## config.mk

```make
export PLATFORM = sky130hd
export DESIGN_NAME = layer_sched
export DESIGN_NICKNAME = d
export VERILOG_FILES = /design/src/rtl/layer_sched.sv
export SDC_FILE = /design/constraint.sdc
export NUM_CORES = 1
export LEC_CHECK = 0
export CAP_MARGIN = 0
export CORE_UTILIZATION = 58
export CTS_BUF_LIST = sky130_fd_sc_hd__clkbuf_4
export CTS_CLUSTER_DIAMETER = 200
export CTS_CLUSTER_SIZE = 20
export DETAILED_ROUTE_END_ITERATION = 12
export PLACE_DENSITY_LB_ADDON = 0.3
export SYNTH_ARGS = -nofsm -noshare
export SYNTH_HDL_FRONTEND = slang
export SYNTH_SLANG_ARGS = --single-unit
```

## constraint.sdc

```tcl
create_clock -name AXIS_ACLK -period 3.2 [get_ports AXIS_ACLK]
set_input_delay 0.32 -clock AXIS_ACLK [delete_from_list [all_inputs] [get_ports AXIS_ACLK]]
set_output_delay 0.32 -clock AXIS_ACLK [all_outputs]
set_load 0.01 [all_outputs]
```

## src/rtl/layer_sched.sv

```systemverilog
// ---------------------------------------------------------------------------
// layer_sched
// Command scheduler for a layer datapath. Commands {op, cnt} are queued in a
// small FIFO and executed one at a time. Weight/bias writes count stream
// beats. Run/pool commands issue one s_init pulse per sample and wait for that
// sample's completion pulse.
//
// Ports
//   AXIS_ACLK, AXIS_ARESETN     clock, synchronous active-low reset
//   cmd_valid/cmd_ready         command handshake
//   cmd_op, cmd_cnt             0=WWRITE 1=BWRITE 2=RUN 3=POOL, beat/sample count
//   src_valid, src_ready        stream beat observed when both high
//   s_fin, p_fin                per-sample completion from sample/pool control
//   wwrite, bwrite, run, pool   mode levels (at most one high)
//   s_init                      one-cycle per-sample start pulse
//   last                        final beat/sample of current command in progress
//   busy                        scheduler active or queue non-empty
//   cmd_done                    one-cycle pulse when a command retires
//   remain                      beats/samples left in current command
// ---------------------------------------------------------------------------
module layer_sched #(
    parameter int QDEPTH = 4,
    parameter int CNTW   = 12
) (
    input  logic            AXIS_ACLK,
    input  logic            AXIS_ARESETN,
    input  logic            cmd_valid,
    output logic            cmd_ready,
    input  logic [1:0]      cmd_op,
    input  logic [CNTW-1:0] cmd_cnt,
    input  logic            src_valid,
    input  logic            src_ready,
    input  logic            s_fin,
    input  logic            p_fin,
    output logic            wwrite,
    output logic            bwrite,
    output logic            run,
    output logic            pool,
    output logic            s_init,
    output logic            last,
    output logic            busy,
    output logic            cmd_done,
    output logic [CNTW-1:0] remain
);

    localparam int PW = $clog2(QDEPTH);
    localparam int CW = PW + 1;

    typedef enum logic [1:0] {
        OP_WWRITE = 2'd0,
        OP_BWRITE = 2'd1,
        OP_RUN    = 2'd2,
        OP_POOL   = 2'd3
    } op_t;

    typedef enum logic [2:0] {
        S_IDLE,
        S_LOAD,
        S_START,
        S_WAIT,
        S_RETIRE
    } state_t;

    logic [1:0]      opMem_q  [QDEPTH];
    logic [CNTW-1:0] cntMem_q [QDEPTH];
    logic [PW-1:0]   wrPtr_q;
    logic [PW-1:0]   rdPtr_q;
    logic [CW-1:0]   count_q;

    state_t          state_q, state_d;
    op_t             curOp_q, curOp_d;
    logic [CNTW-1:0] remain_q, remain_d;

    logic full;
    logic empty;
    logic push;
    logic pop;
    logic beat;
    logic sampleFin;

    assign full  = (count_q == CW'(QDEPTH));
    assign empty = (count_q == '0);
    assign push  = cmd_valid && !full;
    assign pop   = (state_q == S_IDLE) && !empty;
    assign beat  = src_valid && src_ready;

    // Only the completion pulse matching the current op counts; the other is ignored.
    assign sampleFin = (curOp_q == OP_RUN) ? s_fin : p_fin;

    // Ready is forced high while reset is held so upstream never sees a stale full.
    assign cmd_ready = !full || !AXIS_ARESETN;

    // Queue storage needs no reset: pointers and count define which entries are live.
    always_ff @(posedge AXIS_ACLK) begin
        if (push) begin
            opMem_q[wrPtr_q]  <= cmd_op;
            cntMem_q[wrPtr_q] <= cmd_cnt;
        end
    end

    // Queue pointers and occupancy; pointer wrap comes free from power-of-2 depth.
    always_ff @(posedge AXIS_ACLK) begin
        if (!AXIS_ARESETN) begin
            wrPtr_q <= '0;
            rdPtr_q <= '0;
            count_q <= '0;
        end else begin
            if (push) wrPtr_q <= wrPtr_q + PW'(1);
            if (pop)  rdPtr_q <= rdPtr_q + PW'(1);
            case ({push, pop})
                2'b10:   count_q <= count_q + CW'(1);
                2'b01:   count_q <= count_q - CW'(1);
                default: count_q <= count_q;
            endcase
        end
    end

    // State register.
    always_ff @(posedge AXIS_ACLK) begin
        if (!AXIS_ARESETN) begin
            state_q  <= S_IDLE;
            curOp_q  <= OP_WWRITE;
            remain_q <= '0;
        end else begin
            state_q  <= state_d;
            curOp_q  <= curOp_d;
            remain_q <= remain_d;
        end
    end

    // Next-state logic. Remain goes to zero on the final beat/sample so it
    // never wraps, and RETIRE always passes through IDLE before the next pop.
    always_comb begin
        state_d  = state_q;
        curOp_d  = curOp_q;
        remain_d = remain_q;
        case (state_q)
            S_IDLE: begin
                if (!empty) begin
                    curOp_d  = op_t'(opMem_q[rdPtr_q]);
                    remain_d = (cntMem_q[rdPtr_q] == '0) ? CNTW'(1) : cntMem_q[rdPtr_q];
                    state_d  = opMem_q[rdPtr_q][1] ? S_START : S_LOAD;
                end
            end
            S_LOAD: begin
                if (beat) begin
                    if (remain_q <= CNTW'(1)) begin
                        remain_d = '0;
                        state_d  = S_RETIRE;
                    end else begin
                        remain_d = remain_q - CNTW'(1);
                    end
                end
            end
            S_START: begin
                state_d = S_WAIT;
            end
            S_WAIT: begin
                if (sampleFin) begin
                    if (remain_q > CNTW'(1)) begin
                        remain_d = remain_q - CNTW'(1);
                        state_d  = S_START;
                    end else begin
                        remain_d = '0;
                        state_d  = S_RETIRE;
                    end
                end
            end
            S_RETIRE: begin
                remain_d = '0;
                state_d  = S_IDLE;
            end
            default: begin
                state_d  = S_IDLE;
                remain_d = '0;
            end
        endcase
    end

    // Outputs decode registered state only, so cmd_* cannot reach the modes combinationally.
    always_comb begin
        wwrite   = (state_q == S_LOAD) && (curOp_q == OP_WWRITE);
        bwrite   = (state_q == S_LOAD) && (curOp_q == OP_BWRITE);
        run      = ((state_q == S_START) || (state_q == S_WAIT)) && (curOp_q == OP_RUN);
        pool     = ((state_q == S_START) || (state_q == S_WAIT)) && (curOp_q == OP_POOL);
        s_init   = (state_q == S_START);
        cmd_done = (state_q == S_RETIRE);
        last     = ((state_q == S_LOAD) || (state_q == S_START) || (state_q == S_WAIT))
                   && (remain_q == CNTW'(1));
        busy     = (state_q != S_IDLE) || !empty;
        remain   = remain_q;
    end

endmodule

```

==> results.cfg, run 1 <==
[status]
status = finished clean

[synthesis]
synth_area_um2 = 3682
syn_avg_cell_area_um2 = 13.54
ys_top_cells_by_area = edfxtp_1, dfxtp_1, mux4_2, ha_1, nor2_1
yosysWarnings = 0
yosysSeqAreaShare = 0.5980
synth_edf_count = 56
yosysTopAreaCellShare = 0.4567
synthArstFlopShare = 0
synth_common_cells = edfxtp_1, dfxtp_1, nor2_1
synth_top_flop_cell = edfxtp_1
synth.net_count = 301
post-synth-top-count-cell = edfxtp_1
syn_inst = 272
ys_types = 60
yosysTopAreaCell = edfxtp_1
ys_ff_latch = 82

[critical_path]
required_ns = 2.88
cp.arrival_ns = 2.46
start_kind = flop
reg2reg_to = count_q[2]
worstRegToRegCells = 8
reg2reg_setup_slack_ns = 0.93
critical_path_class = reg2out
path_max_fanout = 6
cp-end-kind = output port
reg2reg_from = state_q[0]

[cells_and_area]
design_area_um2 = 4259
layout.nets = 345
areaGrowthSynthToFinish_pct = 15.66
final_util = 0.7068
drive_above_1_share = 0.1433
diodes = 0

[cts]
cts_buffer_depth = 2
cts_buffers = 9
post_cts_buffers = 0
cts_tree = yes
cts_max_level = 3
cts_root_buf = clkbuf_4
cts_resized = 0
holdBufCountCts = 0
clk_latency_ns = 0.42
path_clk_slew_ns = 0.15
clock_sinks = 82

[timing]
fin_skew_ns = 0.01417
slew_viol_final = 0
period_share = 0.8694
finalSetupViolations = 0
worst_slew_pin_slew_ns = 0.9209
fmax_mhz = 359.4
fin_ws_ns = 0.4180
setup_tns_ns = 0
finalHoldViolCount = 0
period_minus_slack_ns = 2.782
relSlewSlack = 0.3804
rsz0062_at_grt = false

[global_route]
overflow = 0
grtUsageTotal = 0.2326
grt_antenna_before_repair = 0
grt_pass1_vias = 2252
grt_max_degree = 19
grt_pass1_wl_mm = 11.07

[floorplan]
die_area_um2 = 6672
dieHeight_um = 81.68
die_w_um = 81.68
design.core.area_um2 = 6026
ioPinCount = 42
start_util = 0.6111
core.rowCount = 28

[placed_design]
post-place-ws_ns = 0.8169
dpl-instance-area_um2 = 4130
gp_congestion = 0.8052
io_buffer_count = 41
dpl.hpwl_mm = 4.729

[routing]
firstDrtPassIters = 4
topRoutingLayerUsed = met4
wl_met2_mm = 3.231
drc_errors = 0
postRouteAntennaNets = 0
routed_wl_mm = 6.826
met3_length_um = 292
routed_via_density = 5.992
wl_met1_mm = 3.191
vias = 2373
drt_iter0_markers = 142
wl_per_cell_um = 17.24

[power_and_ir_drop]
p_leak_nw = 1.413
powerDensity_nw_per_um2 = 849.7
peakVddDrop_v = 0.0005214

[flow_run]
drv_cap = 0

[worst_hold_path]
min_to = cntMem_q[0][11]
min_path_cells = 1
min-delay-start = cmd_cnt[11]
hold_path.class = in2reg
## critical path: stages (launching register included)
cell and delay, ns:
dfxtp_1 0.39, or4_4 0.59, or2_1 0.26, nor4_1 0.22, clkdlybuf4s50_1 0.57
## layout by cell type, fill, tap and decap left out, drive strengths merged, types with 3 or more instances in the layout
cell type / synthesis / layout
edfxtp: 56 / 56
a31oi: 3 / 3
and2: 4 / 4
a21oi: 15 / 15
xor2: 4 / 4
mux2i: 4 / 4
nand3: 3 / 3
mux4: 14 / 14
xnor2: 3 / 3
nor3: 9 / 9
nor4: 6 / 6
clkbuf: 4 / 9
a22oi: 5 / 5
o21ai: 10 / 10
or3: 4 / 4
nor2: 22 / 22
inv: 12 / 15
clkdlybuf4s50: 0 / 41
dfxtp: 26 / 26
buf: 7 / 4
nor3b: 3 / 3
ha: 7 / 7
o22ai: 3 / 3
nand2: 13 / 13
nand4: 3 / 3
## area by class of cell
| class | instances | area, um^2 |
|---|---|---|
| Sequential cell | 82 | 2202 |
| Multi-Input combinational cell | 166 | 1349 |
| Clock buffer | 9 | 67.56 |
| Tap cell | 75 | 93.84 |
| Timing Repair Buffer | 45 | 440.4 |
| Fill cell | 438 | 1767 |
| Inverter | 12 | 45.04 |
| Clock inverter | 7 | 61.31 |
## per-stage QoR
stage / hold slack (ns) / total power [mW] / std cells
2_1_floorplan: 0.4189 / 2.613 / 272
3_3_place_gp: 0.5060 / 3.027 / 380
3_5_place_dp: 0.5222 / 3.074 / 380
4_1_cts: 0.4804 / 3.635 / 396
5_1_grt: 0.4888 / 3.857 / 396
6_report: 0.5091 / 3.619 / 396
## logic make-up (layout without fill, tap and decap cells)
| kind of cell | Yosys count | in the layout | synth area share |
|---|---|---|---|
| AOI/OAI and AO/OA | 50 | 50 | 0.09480 |
| xor gates and xnor gates | 7 | 7 | 0.01665 |
| adders and majority gates | 8 | 8 | 0.02922 |
| buffers and inverters | 24 | 73 | 0.03567 |
| DFF | 82 | 82 | 0.5980 |
| muxes | 18 | 18 | 0.09650 |
| and+or+nand+nor | 83 | 83 | 0.1291 |
## where the power goes
part | internal (mW) | switching, mW | leakage (nW)
Combinational | 0.714 | 0.836 | 0.621
Sequential | 1.34 | 0.177 | 0.727
Clock | 0.173 | 0.384 | 0.0650
## worst max path at each step
stage	from	to	slack, ns
floorplan	state_q[0]	count_q[2]	0.73
global route	remain[7]	last	0.29
CTS	remain[7]	last	0.39
finish	remain[7]	last	0.42
detailed placement	cmd_valid	count_q[2]	0.82
global placement	cmd_valid	count_q[2]	0.88
## metal layers
layer,vias up,global-route usage
met5,-,0
met4,0,0.09123
met3,10,0.04667
met2,73,0.3608
met1,1143,0.3255
li1,1147,-
## registers in the layout (all words and copies together) (netlist names), named ones only
signal and count:
cntMem_q 48, remain 12, opMem_q 8, count_q 3, state_q 3, curOp_q 2, rdPtr_q 2, wrPtr_q 2
No activity file was read; power rests on OpenSTA's default activity.
==> run 2: changes to the inputs <==
Settings changed: CORE_UTILIZATION 58 to 60, GPL_TIMING_DRIVEN set to 0.
Clock period 3.2 ns to 3.55 ns, I/O delays scaled along.
==> run 2 against run 1 <==
Effect of this change:
- clock skew increased by 0.016 ns
- flip-flop and latch count unchanged
- worst setup slack improved by 0.15 ns
- sequential share of layout area decreased by 1.1 points
- global-route usage increased by 0.84 points
- critical path type is now reg2reg
- highest routed layer unchanged
==> results.cfg, run 2 (synthesized netlist as in run 1, its figures left out) <==
[power_and_ir_drop]
seqPwrFrac = 0.391
power.switching_mw = 1.249
p_leak_nw = 1.472
p_clk_frac = 0.182
powerDensity_nw_per_um2 = 778.5
p_comb_frac = 0.427
swShare = 0.3685
power.internal_mw = 2.141
power.total_mw = 3.390
peakVddDrop_v = 0.0004760

[cts]
cts_max_level = 3
cts_buffers = 9
clock_sinks = 82
holdBufCountCts = 0
cts_tree = yes
cts_resized = 0
path_clk_slew_ns = 0.15
post_cts_buffers = 0
cts_buffer_depth = 2
cts_root_buf = clkbuf_4
clk_latency_ns = 0.42

[routing]
drt_iter0_markers = 169
routed_wl_mm = 7.083
firstDrtPassIters = 4
drc_errors = 0
vias = 2447
routed_via_density = 6.057
postRouteAntennaNets = 0
wl_per_cell_um = 17.53

[global_route]
grtUsageTotal = 0.2411
grt_max_degree = 16
grt_pass1_wl_mm = 11.30
grt_pass1_vias = 2305
grt_antenna_before_repair = 0
overflow = 0

[critical_path]
required_ns = 3.92
crit_chain = buf_6, nor3_2, nor2b_1, buf_2, ha_1, inv_1, fa_1, xor2_1, or3_1, a21oi_1
reg2reg_setup_slack_ns = 0.57
reg2reg_to = count_q[2]
start_kind = flop
critical_path_class = reg2reg
critPathTopFamily = simple AND/OR/NAND/NOR gates
worstRegToRegCells = 10
path_max_fanout = 10
reg2reg_from = state_q[0]
path_buf_inv = 3
cp.arrival_ns = 3.35
slowest_delay_ns = 0.60
cp-end-kind = flop
crit_slowest_cell = nor3_2

[timing]
finalHoldViolCount = 0
relSlewSlack = 0.3335
setup_tns_ns = 0
fmax_mhz = 335.9
rsz0062_at_grt = false
finalSetupViolations = 0
worst_slew_pin_slew_ns = 0.9906
fin_skew_ns = 0.02983
slew_viol_final = 0
period_minus_slack_ns = 2.977
period_share = 0.8387

[placed_design]
dpl.hpwl_mm = 4.995
placed_cells = 388
io_buffer_count = 41
dpl-instance-area_um2 = 4187
gp_congestion = 0.8676

[floorplan]
die_w_um = 80.34
ioPinCount = 42
core.rowCount = 28
start_util = 0.6219
die_area_um2 = 6455
dieHeight_um = 80.34
design.core.area_um2 = 5921

[worst_hold_path]
min-delay-start = count_q[2]
hold_path.class = reg2reg
min_path_cells = 2
min_to = count_q[2]

[cells_and_area]
instances_no_fill = 404
largest_reg_flops = 48
areaGrowthSynthToFinish_pct = 18.25
layout.nets = 353
largest-register = cntMem_q
diodes = 0
drive_above_1_share = 0.1489
final_common_cell = edfxtp_1
final_cell_mix = edfxtp_1, clkdlybuf4s50_1, dfxtp_1
final_util = 0.7354
design_area_um2 = 4354

[status]
status = finished clean

[flow_run]
drv_cap = 0
run 2: power by group through the flow:
stage	logic [mW]	registers [mW]	clock network, mW
after global placement	1.40	1.34	0
final	1.45	1.33	0.616
after detailed placement	1.43	1.35	0
after CTS	1.44	1.33	0.627
after global routing	1.57	1.35	0.662
after floorplan	1.03	1.33	0
run 2: worst max-delay path by stage:
stage                     startpoint          to  slack, ns  cells after the start
final                     state_q[0]  count_q[2]       0.57                     10
after global routing      state_q[0]  count_q[2]       0.47                     10
after CTS                 state_q[0]  count_q[2]       0.60                     10
after detailed placement  state_q[0]  count_q[2]       0.66                     10
after global placement    state_q[0]  count_q[2]       0.70                     10
after floorplan           state_q[0]  count_q[2]       1.08                     10
run 2: metal layers:
layer	vias to the layer above	wire (um)	track usage
li1	1157	-	-
met2	105	3531	0.4025
met5	-	0	0
met1	1177	3067	0.3037
met4	0	87	0.09464
met3	8	396	0.05568
run 2: area by class of cell:
type	instances	area (um^2)
inverters	12	45.04
repair buffers	41	410.4
plain buffers	12	86.33
clock buffers	9	67.56
clock inverters	7	100.1
well taps	75	93.84
fillers	390	1567
multi-input cells	166	1349
flip-flops and latches	82	2202
run 2: worst register-to-register path, cell delays in order (launching register included):
cell and delay (ns):
dfxtp_1 0.34, buf_6 0.13, nor3_2 0.60, nor2b_1 0.30, buf_2 0.29, ha_1 0.23, inv_1 0.06, fa_1 0.38
xor2_1 0.16, or3_1 0.31, a21oi_1 0.13
run 2: stage by stage:
stage,worst slack [ns],hold slack (ns)
after global routing,0.4659,0.5492
final,0.5725,0.5511
after global placement,0.7034,0.5217
after detailed placement,0.6606,0.5266
after floorplan,1.081,0.4539
after CTS,0.5992,0.5451
